===== src/rtl/ps2_scancode_decoder_pkg.sv =====
// Shared constants for the PS/2 Set-2 scan-code decoder: prefix bytes,
// modifier key codes, FSM encoding and evt_mods bit positions.
package ps2_scancode_decoder_pkg;

  localparam logic [7:0] PS2_PFX_EXT   = 8'hE0;
  localparam logic [7:0] PS2_PFX_BRK   = 8'hF0;
  localparam logic [7:0] PS2_PFX_PAUSE = 8'hE1;
  localparam logic [7:0] PS2_ACK       = 8'hFA;
  localparam logic [7:0] PS2_BAT       = 8'hAA;
  localparam logic [7:0] PS2_ECHO      = 8'hEE;
  localparam logic [7:0] PS2_RESEND    = 8'hFE;
  localparam logic [7:0] PS2_ERR0      = 8'h00;
  localparam logic [7:0] PS2_ERR1      = 8'hFF;

  localparam logic [7:0] KEY_LSHIFT = 8'h12;
  localparam logic [7:0] KEY_RSHIFT = 8'h59;
  localparam logic [7:0] KEY_CTRL   = 8'h14;
  localparam logic [7:0] KEY_ALT    = 8'h11;
  localparam logic [7:0] KEY_CAPS   = 8'h58;

  localparam logic [7:0] ASCII_CR = 8'h0D;

  typedef logic [1:0] ps2_state_t;
  localparam ps2_state_t ST_IDLE = 2'd0;
  localparam ps2_state_t ST_WAIT = 2'd1;
  localparam ps2_state_t ST_SKIP = 2'd2;

  typedef logic [3:0] ps2_mods_t;
  localparam int MOD_SHIFT = 0;
  localparam int MOD_CTRL  = 1;
  localparam int MOD_ALT   = 2;
  localparam int MOD_CAPS  = 3;

endpackage


===== src/rtl/ps2_scancode_decoder_if.sv =====
// Decoded key-event bus between the decoder (master) and the MMIO register (slave).
// Handshake: an event transfers on every rising clk edge where evt_valid && evt_ready;
// the master holds all evt_* fields stable while evt_valid && !evt_ready.
interface ps2_scancode_decoder_if;
  import ps2_scancode_decoder_pkg::*;

  logic       evt_valid;
  logic       evt_ready;
  logic [7:0] evt_code;
  logic       evt_ext;
  logic       evt_break;
  logic [7:0] evt_ascii;
  ps2_mods_t  evt_mods;
  ps2_state_t dbg_state;

  modport master (
    output evt_valid, evt_code, evt_ext, evt_break, evt_ascii, evt_mods, dbg_state,
    input  evt_ready
  );

  modport slave (
    input  evt_valid, evt_code, evt_ext, evt_break, evt_ascii, evt_mods, dbg_state,
    output evt_ready
  );

endinterface


===== src/rtl/ps2_scancode_decoder_ascii_map.sv =====
// Combinational Set-2 scan code to ASCII translation for make events.
module ps2_ascii_map
  import ps2_scancode_decoder_pkg::*;
(
  input  logic [7:0] code,
  input  logic       ext,
  input  logic       shift,
  input  logic       caps,
  output logic [7:0] ascii
);

  logic [7:0] base;
  logic [7:0] shifted;
  logic       is_letter;

  always_comb begin
    base = 8'h00;
    if (ext) begin
      case (code)
        8'h4A:   base = 8'h2F;
        8'h5A:   base = ASCII_CR;
        default: base = 8'h00;
      endcase
    end else begin
      case (code)
        8'h1C: base = "a";  8'h32: base = "b";  8'h21: base = "c";  8'h23: base = "d";
        8'h24: base = "e";  8'h2B: base = "f";  8'h34: base = "g";  8'h33: base = "h";
        8'h43: base = "i";  8'h3B: base = "j";  8'h42: base = "k";  8'h4B: base = "l";
        8'h3A: base = "m";  8'h31: base = "n";  8'h44: base = "o";  8'h4D: base = "p";
        8'h15: base = "q";  8'h2D: base = "r";  8'h1B: base = "s";  8'h2C: base = "t";
        8'h3C: base = "u";  8'h2A: base = "v";  8'h1D: base = "w";  8'h22: base = "x";
        8'h35: base = "y";  8'h1A: base = "z";
        8'h45: base = "0";  8'h16: base = "1";  8'h1E: base = "2";  8'h26: base = "3";
        8'h25: base = "4";  8'h2E: base = "5";  8'h36: base = "6";  8'h3D: base = "7";
        8'h3E: base = "8";  8'h46: base = "9";
        8'h0E: base = 8'h60; 8'h4E: base = 8'h2D; 8'h55: base = 8'h3D; 8'h54: base = 8'h5B;
        8'h5B: base = 8'h5D; 8'h5D: base = 8'h5C; 8'h4C: base = 8'h3B; 8'h52: base = 8'h27;
        8'h41: base = 8'h2C; 8'h49: base = 8'h2E; 8'h4A: base = 8'h2F;
        8'h5A: base = ASCII_CR; 8'h66: base = 8'h08; 8'h29: base = 8'h20;
        8'h0D: base = 8'h09;    8'h76: base = 8'h1B;
        default: base = 8'h00;
      endcase
    end

    // Keys without a shifted glyph keep their base value under shift.
    shifted = base;
    if (!ext) begin
      case (code)
        8'h45: shifted = 8'h29; 8'h16: shifted = 8'h21; 8'h1E: shifted = 8'h40; 8'h26: shifted = 8'h23;
        8'h25: shifted = 8'h24; 8'h2E: shifted = 8'h25; 8'h36: shifted = 8'h5E; 8'h3D: shifted = 8'h26;
        8'h3E: shifted = 8'h2A; 8'h46: shifted = 8'h28;
        8'h0E: shifted = 8'h7E; 8'h4E: shifted = 8'h5F; 8'h55: shifted = 8'h2B; 8'h54: shifted = 8'h7B;
        8'h5B: shifted = 8'h7D; 8'h5D: shifted = 8'h7C; 8'h4C: shifted = 8'h3A; 8'h52: shifted = 8'h22;
        8'h41: shifted = 8'h3C; 8'h49: shifted = 8'h3E; 8'h4A: shifted = 8'h3F;
        default: shifted = base;
      endcase
    end

    is_letter = !ext && (base >= "a") && (base <= "z");
    if (is_letter) ascii = (shift ^ caps) ? (base - 8'h20) : base;
    else           ascii = shift ? shifted : base;
  end

endmodule


===== src/rtl/ps2_scancode_decoder.sv =====
// Pops Set-2 bytes from the PS/2 receiver FIFO, strips E0/F0/E1 prefixes,
// tracks modifiers and presents one key event per make/break on evt_if.
module ps2_scancode_decoder
  import ps2_scancode_decoder_pkg::*;
#(
  parameter int E1_SKIP_LEN = 7,
  parameter bit ASCII_EN    = 1'b1
) (
  input  logic                   clk,
  input  logic                   rst_n,
  input  logic [7:0]             kbd_scan_code,
  input  logic                   kbd_ready,
  output logic                   kbd_nextdata_n,
  ps2_scancode_decoder_if.master evt_if
);

  localparam int SKW = (E1_SKIP_LEN < 2) ? 1 : $clog2(E1_SKIP_LEN + 1);

  ps2_state_t     state_q, state_d;
  logic [SKW-1:0] skip_q, skip_d;
  logic           ext_q, ext_d, brk_q, brk_d;
  logic           lsh_q, lsh_d, rsh_q, rsh_d;
  logic           lctl_q, lctl_d, rctl_q, rctl_d;
  logic           lalt_q, lalt_d, ralt_q, ralt_d;
  logic           caps_q, caps_d, caps_held_q, caps_held_d;
  logic           valid_q, valid_d;
  logic [7:0]     code_q, code_d, ascii_q, ascii_d;
  logic           evt_ext_q, evt_ext_d, evt_brk_q, evt_brk_d;
  ps2_mods_t      mods_q, mods_d;
  logic           out_free, pop, is_drop, load;
  logic [7:0]     map_ascii;

  generate
    if (ASCII_EN) begin : g_ascii
      ps2_ascii_map u_ascii_map (
        .code  (kbd_scan_code),
        .ext   (ext_q),
        .shift (lsh_q | rsh_q),
        .caps  (caps_q),
        .ascii (map_ascii)
      );
    end else begin : g_no_ascii
      assign map_ascii = 8'h00;
    end
  endgenerate

  // rst_n gates the strobe so the receiver never sees a pop while we are held in reset.
  assign out_free       = !valid_q || evt_if.evt_ready;
  assign pop            = rst_n && kbd_ready &&
                          (((state_q == ST_IDLE) && out_free) || (state_q == ST_SKIP));
  assign kbd_nextdata_n = !pop;
  assign is_drop        = kbd_scan_code inside {PS2_ACK, PS2_BAT, PS2_ECHO,
                                                PS2_RESEND, PS2_ERR0, PS2_ERR1};

  always_comb begin
    state_d     = state_q;
    skip_d      = skip_q;
    ext_d       = ext_q;
    brk_d       = brk_q;
    lsh_d       = lsh_q;
    rsh_d       = rsh_q;
    lctl_d      = lctl_q;
    rctl_d      = rctl_q;
    lalt_d      = lalt_q;
    ralt_d      = ralt_q;
    caps_d      = caps_q;
    caps_held_d = caps_held_q;
    valid_d     = valid_q && !evt_if.evt_ready;
    code_d      = code_q;
    ascii_d     = ascii_q;
    evt_ext_d   = evt_ext_q;
    evt_brk_d   = evt_brk_q;
    mods_d      = mods_q;
    load        = 1'b0;

    case (state_q)
      ST_IDLE: begin
        if (pop) begin
          state_d = ST_WAIT;
          if (kbd_scan_code == PS2_PFX_EXT) begin
            ext_d = 1'b1;
          end else if (kbd_scan_code == PS2_PFX_BRK) begin
            brk_d = 1'b1;
          end else if (kbd_scan_code == PS2_PFX_PAUSE) begin
            ext_d  = 1'b0;
            brk_d  = 1'b0;
            skip_d = SKW'(E1_SKIP_LEN);
          end else if (!(is_drop && !ext_q && !brk_q)) begin
            load  = 1'b1;
            ext_d = 1'b0;
            brk_d = 1'b0;
          end
        end
      end
      // The receiver's head/ready lag the pop by a cycle, so never sample here.
      ST_WAIT: state_d = (skip_q != '0) ? ST_SKIP : ST_IDLE;
      ST_SKIP: begin
        if (pop) begin
          skip_d  = skip_q - SKW'(1);
          state_d = ST_WAIT;
        end
      end
      default: state_d = ST_IDLE;
    endcase

    if (load) begin
      case (kbd_scan_code)
        KEY_LSHIFT: lsh_d = !brk_q;
        KEY_RSHIFT: rsh_d = !brk_q;
        KEY_CTRL:   if (ext_q) rctl_d = !brk_q; else lctl_d = !brk_q;
        KEY_ALT:    if (ext_q) ralt_d = !brk_q; else lalt_d = !brk_q;
        KEY_CAPS: begin
          if (brk_q) begin
            caps_held_d = 1'b0;
          end else begin
            if (!caps_held_q) caps_d = !caps_q;
            caps_held_d = 1'b1;
          end
        end
        default: ;
      endcase
      valid_d           = 1'b1;
      code_d            = kbd_scan_code;
      evt_ext_d         = ext_q;
      evt_brk_d         = brk_q;
      ascii_d           = brk_q ? 8'h00 : map_ascii;
      mods_d[MOD_SHIFT] = lsh_d | rsh_d;
      mods_d[MOD_CTRL]  = lctl_d | rctl_d;
      mods_d[MOD_ALT]   = lalt_d | ralt_d;
      mods_d[MOD_CAPS]  = caps_d;
    end
  end

  always_ff @(posedge clk or negedge rst_n) begin
    if (!rst_n) begin
      state_q     <= ST_IDLE;
      skip_q      <= '0;
      ext_q       <= 1'b0;
      brk_q       <= 1'b0;
      lsh_q       <= 1'b0;
      rsh_q       <= 1'b0;
      lctl_q      <= 1'b0;
      rctl_q      <= 1'b0;
      lalt_q      <= 1'b0;
      ralt_q      <= 1'b0;
      caps_q      <= 1'b0;
      caps_held_q <= 1'b0;
      valid_q     <= 1'b0;
      code_q      <= 8'h00;
      ascii_q     <= 8'h00;
      evt_ext_q   <= 1'b0;
      evt_brk_q   <= 1'b0;
      mods_q      <= '0;
    end else begin
      state_q     <= state_d;
      skip_q      <= skip_d;
      ext_q       <= ext_d;
      brk_q       <= brk_d;
      lsh_q       <= lsh_d;
      rsh_q       <= rsh_d;
      lctl_q      <= lctl_d;
      rctl_q      <= rctl_d;
      lalt_q      <= lalt_d;
      ralt_q      <= ralt_d;
      caps_q      <= caps_d;
      caps_held_q <= caps_held_d;
      valid_q     <= valid_d;
      code_q      <= code_d;
      ascii_q     <= ascii_d;
      evt_ext_q   <= evt_ext_d;
      evt_brk_q   <= evt_brk_d;
      mods_q      <= mods_d;
    end
  end

  assign evt_if.evt_valid = valid_q;
  assign evt_if.evt_code  = code_q;
  assign evt_if.evt_ext   = evt_ext_q;
  assign evt_if.evt_break = evt_brk_q;
  assign evt_if.evt_ascii = ascii_q;
  assign evt_if.evt_mods  = mods_q;
  assign evt_if.dbg_state = state_q;

endmodule

===== src/flat_wrapper.sv =====
// flat-port wrapper written by rule: the top's interface ports become plain ports
module ps2_scancode_decoder_flat import ps2_scancode_decoder_pkg::*;
#(
  parameter int E1_SKIP_LEN = 7,
  parameter bit ASCII_EN    = 1'b1
)
  (clk, rst_n, kbd_scan_code, kbd_ready, kbd_nextdata_n, evt_if_evt_valid, evt_if_evt_code, evt_if_evt_ext, evt_if_evt_break, evt_if_evt_ascii, evt_if_evt_mods, evt_if_dbg_state, evt_if_evt_ready);
  ps2_scancode_decoder_if evt_if_i ();
  input  logic clk;
  input  logic rst_n;
  input  logic [7:0] kbd_scan_code;
  input  logic kbd_ready;
  output logic kbd_nextdata_n;
  output wire logic [$bits(evt_if_i.evt_valid)-1:0] evt_if_evt_valid;
  output wire logic [$bits(evt_if_i.evt_code)-1:0] evt_if_evt_code;
  output wire logic [$bits(evt_if_i.evt_ext)-1:0] evt_if_evt_ext;
  output wire logic [$bits(evt_if_i.evt_break)-1:0] evt_if_evt_break;
  output wire logic [$bits(evt_if_i.evt_ascii)-1:0] evt_if_evt_ascii;
  output wire logic [$bits(evt_if_i.evt_mods)-1:0] evt_if_evt_mods;
  output wire logic [$bits(evt_if_i.dbg_state)-1:0] evt_if_dbg_state;
  input wire logic [$bits(evt_if_i.evt_ready)-1:0] evt_if_evt_ready;
  assign evt_if_evt_valid = evt_if_i.evt_valid;
  assign evt_if_evt_code = evt_if_i.evt_code;
  assign evt_if_evt_ext = evt_if_i.evt_ext;
  assign evt_if_evt_break = evt_if_i.evt_break;
  assign evt_if_evt_ascii = evt_if_i.evt_ascii;
  assign evt_if_evt_mods = evt_if_i.evt_mods;
  assign evt_if_dbg_state = evt_if_i.dbg_state;
  assign evt_if_i.evt_ready = evt_if_evt_ready;
  ps2_scancode_decoder #(.E1_SKIP_LEN(E1_SKIP_LEN), .ASCII_EN(ASCII_EN)) u_core (.clk(clk), .rst_n(rst_n), .kbd_scan_code(kbd_scan_code), .kbd_ready(kbd_ready), .kbd_nextdata_n(kbd_nextdata_n), .evt_if(evt_if_i));
endmodule

===== config.mk =====
export PLATFORM = sky130hd
export DESIGN_NAME = ps2_scancode_decoder_flat
export DESIGN_NICKNAME = d
export VERILOG_FILES = /design/src/rtl/ps2_scancode_decoder_pkg.sv /design/src/rtl/ps2_scancode_decoder_if.sv /design/src/rtl/ps2_scancode_decoder_ascii_map.sv /design/src/rtl/ps2_scancode_decoder.sv /design/src/flat_wrapper.sv
export SDC_FILE = /design/constraint.sdc
export NUM_CORES = 1
export LEC_CHECK = 0
export CORE_MARGIN = 10
export CORE_UTILIZATION = 48
export DETAILED_ROUTE_END_ITERATION = 10
export PLACE_DENSITY = 0.69
export SYNTH_ARGS = -nofsm -noshare
export SYNTH_HDL_FRONTEND = slang
export SYNTH_HIERARCHICAL = 1
export SYNTH_SLANG_ARGS = --single-unit

===== constraint.sdc =====
create_clock -name clk -period 3.03 [get_ports clk]
set_input_delay 0.606 -clock clk [delete_from_list [all_inputs] [get_ports clk]]
set_output_delay 0.606 -clock clk [all_outputs]
set_load 0.1 [all_outputs]

# After elaboration in Yosys (flattened, before gate mapping)
# Memories as Yosys holds them, arrays and structs flattened.
# Cells that the tools add are included.
dict set report classes {
  add_sub_neg 2
  magnitude_cmp 2
  eq_ne 46
  n_mux 50
  bitwise_logic 6
  reduce_logical 26
}
# op n
set op_table {}
lappend op_table {{one-hot mux 8 bit (21 select lines)} 1}
lappend op_table {{== test 8 x 7 -> 1 bit (second input constant)} 15}
lappend op_table {{== test 8 bit (second input constant)} 8}
lappend op_table {{two-way mux 8 bit} 7}
lappend op_table {{== test 8 x 6 -> 1 bit (second input constant)} 6}
lappend op_table {{== test 8 x 5 -> 1 bit (second input constant)} 5}
lappend op_table {{two-way mux 1 bit} 32}
lappend op_table {{two-way mux 3 bit} 5}
lappend op_table {{one-hot mux 6 bit (2 select lines)} 1}
lappend op_table {{== test 8 x 4 -> 1 bit (second input constant)} 1}
lappend op_table {{>= comparator 8 x 7 -> 1 bit (second input constant)} 1}
lappend op_table {{<= comparator 8 x 7 -> 1 bit (second input constant)} 1}
lappend op_table {{logical AND 1 bit} 8}
lappend op_table {{zero test 8 bit} 1}
lappend op_table {{!= test 2 x 1 -> 1 bit (second input constant)} 4}
lappend op_table {{AND reduction 4 bit} 2}
lappend op_table {{subtractor 8 x 6 -> 8 bit (second input constant)} 1}
lappend op_table {{zero test 1 bit} 6}
lappend op_table {{!= test 2 bit (second input constant)} 3}
lappend op_table {{!= test 3 x 1 -> 1 bit (second input constant)} 2}
lappend op_table {{one-hot mux 3 bit (2 select lines)} 1}
lappend op_table {{AND reduction 6 bit} 1}
lappend op_table {{nonzero test 6 bit} 1}
lappend op_table {{two-way mux 2 bit} 2}
lappend op_table {{13 further kinds} 17}
dict set report word_totals {
  regBits 38
  romBits 896
  input_bits 12
  out_inout_bits 26
  elab_cells 151
  n_memories 1
}
# memory words word_bits rd rd_ports_with_merged_regs wr line
set memory_table {}
lappend memory_table {{(name not given)} 128 7 1 0 0 ps2_scancode_decoder_ascii_map.sv:25} ;# case (code)

# Longest topological paths before layout
dict set report depth {
  depth_word 12
  mapped_depth 15
  ltp_nobuf 12
}

# By module
# Netlist, hierarchy kept.
# mod instances cells_each area_per_inst_um2 seq_area_each_um2
set modules_own_cells {}
lappend modules_own_cells {ps2_ascii_map 1 287 1940.6 0.0}
lappend modules_own_cells {ps2_scancode_decoder 1 166 1903.1 925.9}

# Worst setup path before layout
# OpenSTA, ideal clock, no wires.
dict set report synth_path {
  kind {in2reg}
  from {input port kbd_scan_code[1]}
  to {register u_core.ascii_q[3], in the netlist u_core/evt_if.evt_ascii[3]}
  setup_time_ns 0.125
  t_arrival_ns 3.404
  path_slack_ns -0.499
  cell_stages 13
  n_path_buf 1
  path_cell_list {clkbuf_1 > inv_1 > ha_1 > and2_1 > o311a_1 > o32a_1 > a311oi_1 > nor2_1 > a21bo_1 > o21bai_1 > a221o_1 > nor2b_1 > mux2_2}
}
dict set report synth_via {
  word_cells_on_any_way 55
}
# element line
set synth_lines {}
lappend synth_lines {{from (decl)} flat_wrapper.sv:11} ;# input logic [7:0] kbd_scan_code;
lappend synth_lines {{memory (128 x 7 bit), or another cell as far along} --}
lappend synth_lines {{two-way mux 8 bit / one-hot mux 6 bit (2 select lines) (equally long branches)} {ps2_scancode_decoder_ascii_map.sv:25, ps2_scancode_decoder_ascii_map.sv:19}}
lappend synth_lines {{two-way mux 8 bit} ps2_scancode_decoder_ascii_map.sv:18} ;# if (ext) begin
lappend synth_lines {{>= comparator 8 x 7 -> 1 bit / one-hot mux 8 bit (21 select lines) (equally long branches)} {ps2_scancode_decoder_ascii_map.sv:59, ps2_scancode_decoder_ascii_map.sv:48}}
lappend synth_lines {{logical AND 1 bit / two-way mux 8 bit (equally long branches)} {ps2_scancode_decoder_ascii_map.sv:59, ps2_scancode_decoder_ascii_map.sv:47}}
lappend synth_lines {{logical AND 1 bit / two-way mux 8 bit (equally long branches)} {ps2_scancode_decoder_ascii_map.sv:59, ps2_scancode_decoder_ascii_map.sv:61}}
lappend synth_lines {{two-way mux 8 bit (*)} ps2_scancode_decoder_ascii_map.sv:60} ;# if (is_letter) ascii = (shift ^ caps) ? (base - 8'h20) : base;
lappend synth_lines {{net u_core.map_ascii[3]} ps2_scancode_decoder.sv:31} ;# logic [7:0] map_ascii;
lappend synth_lines {{two-way mux 8 bit (*)} ps2_scancode_decoder.sv:126} ;# ascii_d = brk_q ? 8'h00 : map_ascii;
lappend synth_lines {{to (signal assigned)} ps2_scancode_decoder.sv:169} ;# ascii_q <= ascii_d;
lappend synth_lines {{to (decl)} ps2_scancode_decoder.sv:27} ;# logic [7:0] code_q, code_d, ascii_q, ascii_d;
# Mark *: on every way through the listed nets, which the timed path passes. The rest lies on a longest branch.
# A chain may end at the register's enable or synchronous reset.

# Worst setup path after layout
# Same ends and word-level chain as after synthesis.

==> results.json <==
{
  "leakage_nw": 2.50,
  "synth.cell_area_sq_mm": 0.00384,
  "dr_total_vias": 4247,
  "wl_per_cell_um": 19.6,
  "violations": "negative setup slack",
  "syn_inst": 453,
  "fin_crit_sh_pct": 106,
  "synthFlopType": "dfrtp_1",
  "layout.nets": 621,
  "powerDensity_mw_per_mm2": 569,
  "drive_gt1_share_pct": 46.4,
  "worstSetupPathType": "input port to flop",
  "yosysUniqueCellTypes": 84,
  "finalSetupTns_ns": -0.578,
  "status": "finished with violations",
  "final_util_pct": 72.0,
  "port_buffers": 37,
  "areaGrowthSynthToFinish_pct": 45.4,
  "dr.pass1.iters": 5,
  "start_util_pct": 49.5,
  "yosysWarnings": 6,
  "use_met1_pct": 30.5,
  "final_max_slew_viol_count": 0,
  "synth_top_area_share_pct": 24.1,
  "clk_latency_ns": 0.29,
  "setup_viol": 5,
  "synth-seq-cells": 37,
  "endpoint": "u_core/evt_if.evt_ascii[3]$_DFFE_PN0P_",
  "r2r_cells": 11,
  "cp-startpoint": "kbd_scan_code[1]",
  "synth.most_common_cell": "dfrtp_1",
  "async_flop_share_pct": 100,
  "end_kind": "flop",
  "drc_errors": 0,
  "place_ws_ns": -0.894,
  "ys_seq_area_share_pct": 24.1,
  "cts_buffers": 5,
  "rows": 32,
  "timing.max_cap.violations": 0,
  "die_height_um": 109,
  "cts.htree.levels": 2,
  "ant_nets": 0,
  "avgSynthCellArea_sq_um": 8.48,
  "cp.depth": 13,
  "diodes": 0,
  "finalWorstSetupSlack_ns": -0.170,
  "die_x_um": 109,
  "synthTopCellsByCount": "dfrtp_1 (37), nand2_1 (34), mux2_2 (30), a21oi_1 (29), nor2_1 (28)",
  "drt-initial-drc-count": 341,
  "cp_cell_sequence": "buf_12 > buf_6 > ha_4 > buf_6 > mux4_2 > a21oi_4 > o221ai_4 > a2111oi_4 > a21bo_2 > o21bai_2 > a221o_1 > nor2b_1 > mux2_4",
  "max_stage_delay_ns": 0.49,
  "path_clk_slew_ns": 0.08,
  "synth_fp_nets": 476,
  "max-clock-path-buffers": 2,
  "synth_edf_count": 0,
  "peakVddDrop_mv": 0.519,
  "cp.required_ns": 3.21,
  "cp_data_arrival_time_ns": 3.38,
  "overflow": 0,
  "maxClockFrequency_ghz": 0.313,
  "grt_pass1_vias": 4322,
  "ys_top_cells_by_area": "dfrtp_1 (24%), mux2_2 (8.8%), mux2i_1 (4.7%)",
  "cts_tree": "yes",
  "regToRegSetupSlack_ns": 0.15,
  "drt-total-wl_um": 13800,
  "critPathTopFamily": "compound AO/OA/AOI/OAI gates",
  "place_congestion": 0.958,
  "cts_hold_buf": 0,
  "finalHoldViolCount": 0,
  "max-slew-margin-rel_pct": 67.2,
  "core-area_sq_mm": 0.00777,
  "clock-sinks": 37,
  "antenna_found_initial": 0,
  "r2r_start": "u_core/ext_q$_DFFE_PN0P_",
  "skew_ns": 0.0103,
  "fill_cells": 586,
  "dieArea_sq_mm": 0.0120,
  "synth_largest_area_cell": "dfrtp_1",
  "r2r-end": "u_core/evt_if.evt_ascii[3]$_DFFE_PN0P_",
  "hp-class": "input port to async pin",
  "dp_hpwl_um": 10400,
  "grt_setup_unrepaired": "true",
  "grt_use_met3_pct": 4.33,
  "finalCriticalPeriod_ns": 3.20,
  "crit_slowest_cell": "mux4_2",
  "worstPathMaxFanout": 6,
  "grt_pass1_wl_um": 22300,
  "viasPerCell": 6.06,
  "io_pins": 38,
  "grt_max_degree": 38,
  "crit_buf_inv": 3,
  "use_met2_pct": 37.1,
  "worst_slew_pin_slew_ns": 0.493,
  "cts_root_buffer": "clkbuf_8",
  "timing.critical_path.mode_cell": "buf_6",
  "cp-start-kind": "input port",
  "gr-max-usage-layer": "met2",
  "grt_use_total_pct": 23.1
}
## area by class of cell
cell class                      count  area (sq um)  area share [%]
Clock buffer                        7          96.3            1.72
Clock inverter                      1          8.76           0.157
Inverter                           20          85.1            1.52
Multi-Input combinational cell    363          2970            53.1
Sequential cell                    37           926            16.6
Tap cell                          102           128            2.28
Timing Repair Buffer              171          1380            24.6
## placed cells by master (no fill, tap or decap), types with 7 or more instances in the layout
master	Yosys	layout
a21oi_1	29	25
buf_4	4	146
buf_6	7	11
clkbuf_8	0	7
dfrtp_1	37	37
inv_1	17	15
mux2_2	30	26
mux2i_1	18	16
nand2_1	34	33
nand2b_1	11	11
nand3_1	12	12
nor2_1	28	22
nor2b_1	19	17
nor3_1	15	14
o21ai_0	16	15
## timing repair
item,4_1_cts,5_1_grt
pin swaps,14,16
resized for setup,53,41
setup buffers,7,12
setup endpoints to repair,8,8
## routing by layer
| layer | vias up | routed length (um) |
|---|---|---|
| met5 | - | 0 |
| met4 | 0 | 268 |
| met3 | 31 | 988 |
| met2 | 181 | 6640 |
| met1 | 2058 | 5850 |
| li1 | 1977 | - |
## worst register-to-register path: stages (launching register included)
cell and delay, ns:
dfrtp_1 0.44, or3b_4 0.43, nand2b_4 0.16, nor4_1 0.22, a211o_1 0.23, buf_4 0.15, o21ai_1 0.11, a21oi_4 0.21
o21bai_2 0.11, a221o_1 0.32, nor2b_1 0.14, mux2_4 0.27
## through the flow
stage | hold WS (ns) | instances | instance area (sq um) | power, W
final | 0.408 | 701 | 5590 | 0.00318
after global routing | 0.426 | 701 | 5590 | 0.00334
after CTS | 0.418 | 690 | 5380 | 0.00314
after detailed placement | 0.498 | 675 | 5040 | 0.00269
after global placement | 0.492 | 675 | 5040 | 0.00265
after floorplan | 0.310 | 453 | 3940 | 0.00215
## sequential cells by signal, summed over array words and instances, names as in the netlist, 2 cells and up
register / count
u_core/evt_if.dbg_state: 2
u_core/evt_if.evt_ascii: 8
u_core/evt_if.evt_code: 8
u_core/evt_if.evt_mods: 3
u_core/skip_q: 3
## where the power goes
part / switching (W) / internal, W / leakage [nW] / total, W
registers: 0.000116 / 0.000643 / 0.469 / 0.000759
logic: 0.00139 / 0.000638 / 1.97 / 0.00203
clock network: 0.000183 / 0.000210 / 0.0549 / 0.000394
total: 0.00169 / 0.00149 / 2.50 / 0.00318
## worst min-delay path by stage
stage	start	end	slack, ns	depth (start not counted)
4_1_cts	rst_n	u_core/rctl_q$_DFFE_PN0P_	0.42	2
6_report	rst_n	u_core/lctl_q$_DFFE_PN0P_	0.41	2
5_1_grt	rst_n	u_core/lalt_q$_DFFE_PN0P_	0.43	2
2_1_floorplan	rst_n	u_core/brk_q$_DFFE_PN0P_	0.31	0
3_5_place_dp	u_core/evt_if.evt_code[1]$_DFFE_PN0P_	u_core/evt_if.evt_code[1]$_DFFE_PN0P_	0.50	1
3_3_place_gp	u_core/evt_if.evt_code[1]$_DFFE_PN0P_	u_core/evt_if.evt_code[1]$_DFFE_PN0P_	0.49	1
## cell families after synthesis
kind of cell	after synthesis	share of synthesized area (%)
compound gates	127	24.5
mux	51	14.8
buf+inv	53	7.36
xor+xnor	5	1.14
simple gates	169	24.5
flops	37	24.1
fa+ha+maj	11	3.58
Power figures use the tool's default switching activity.
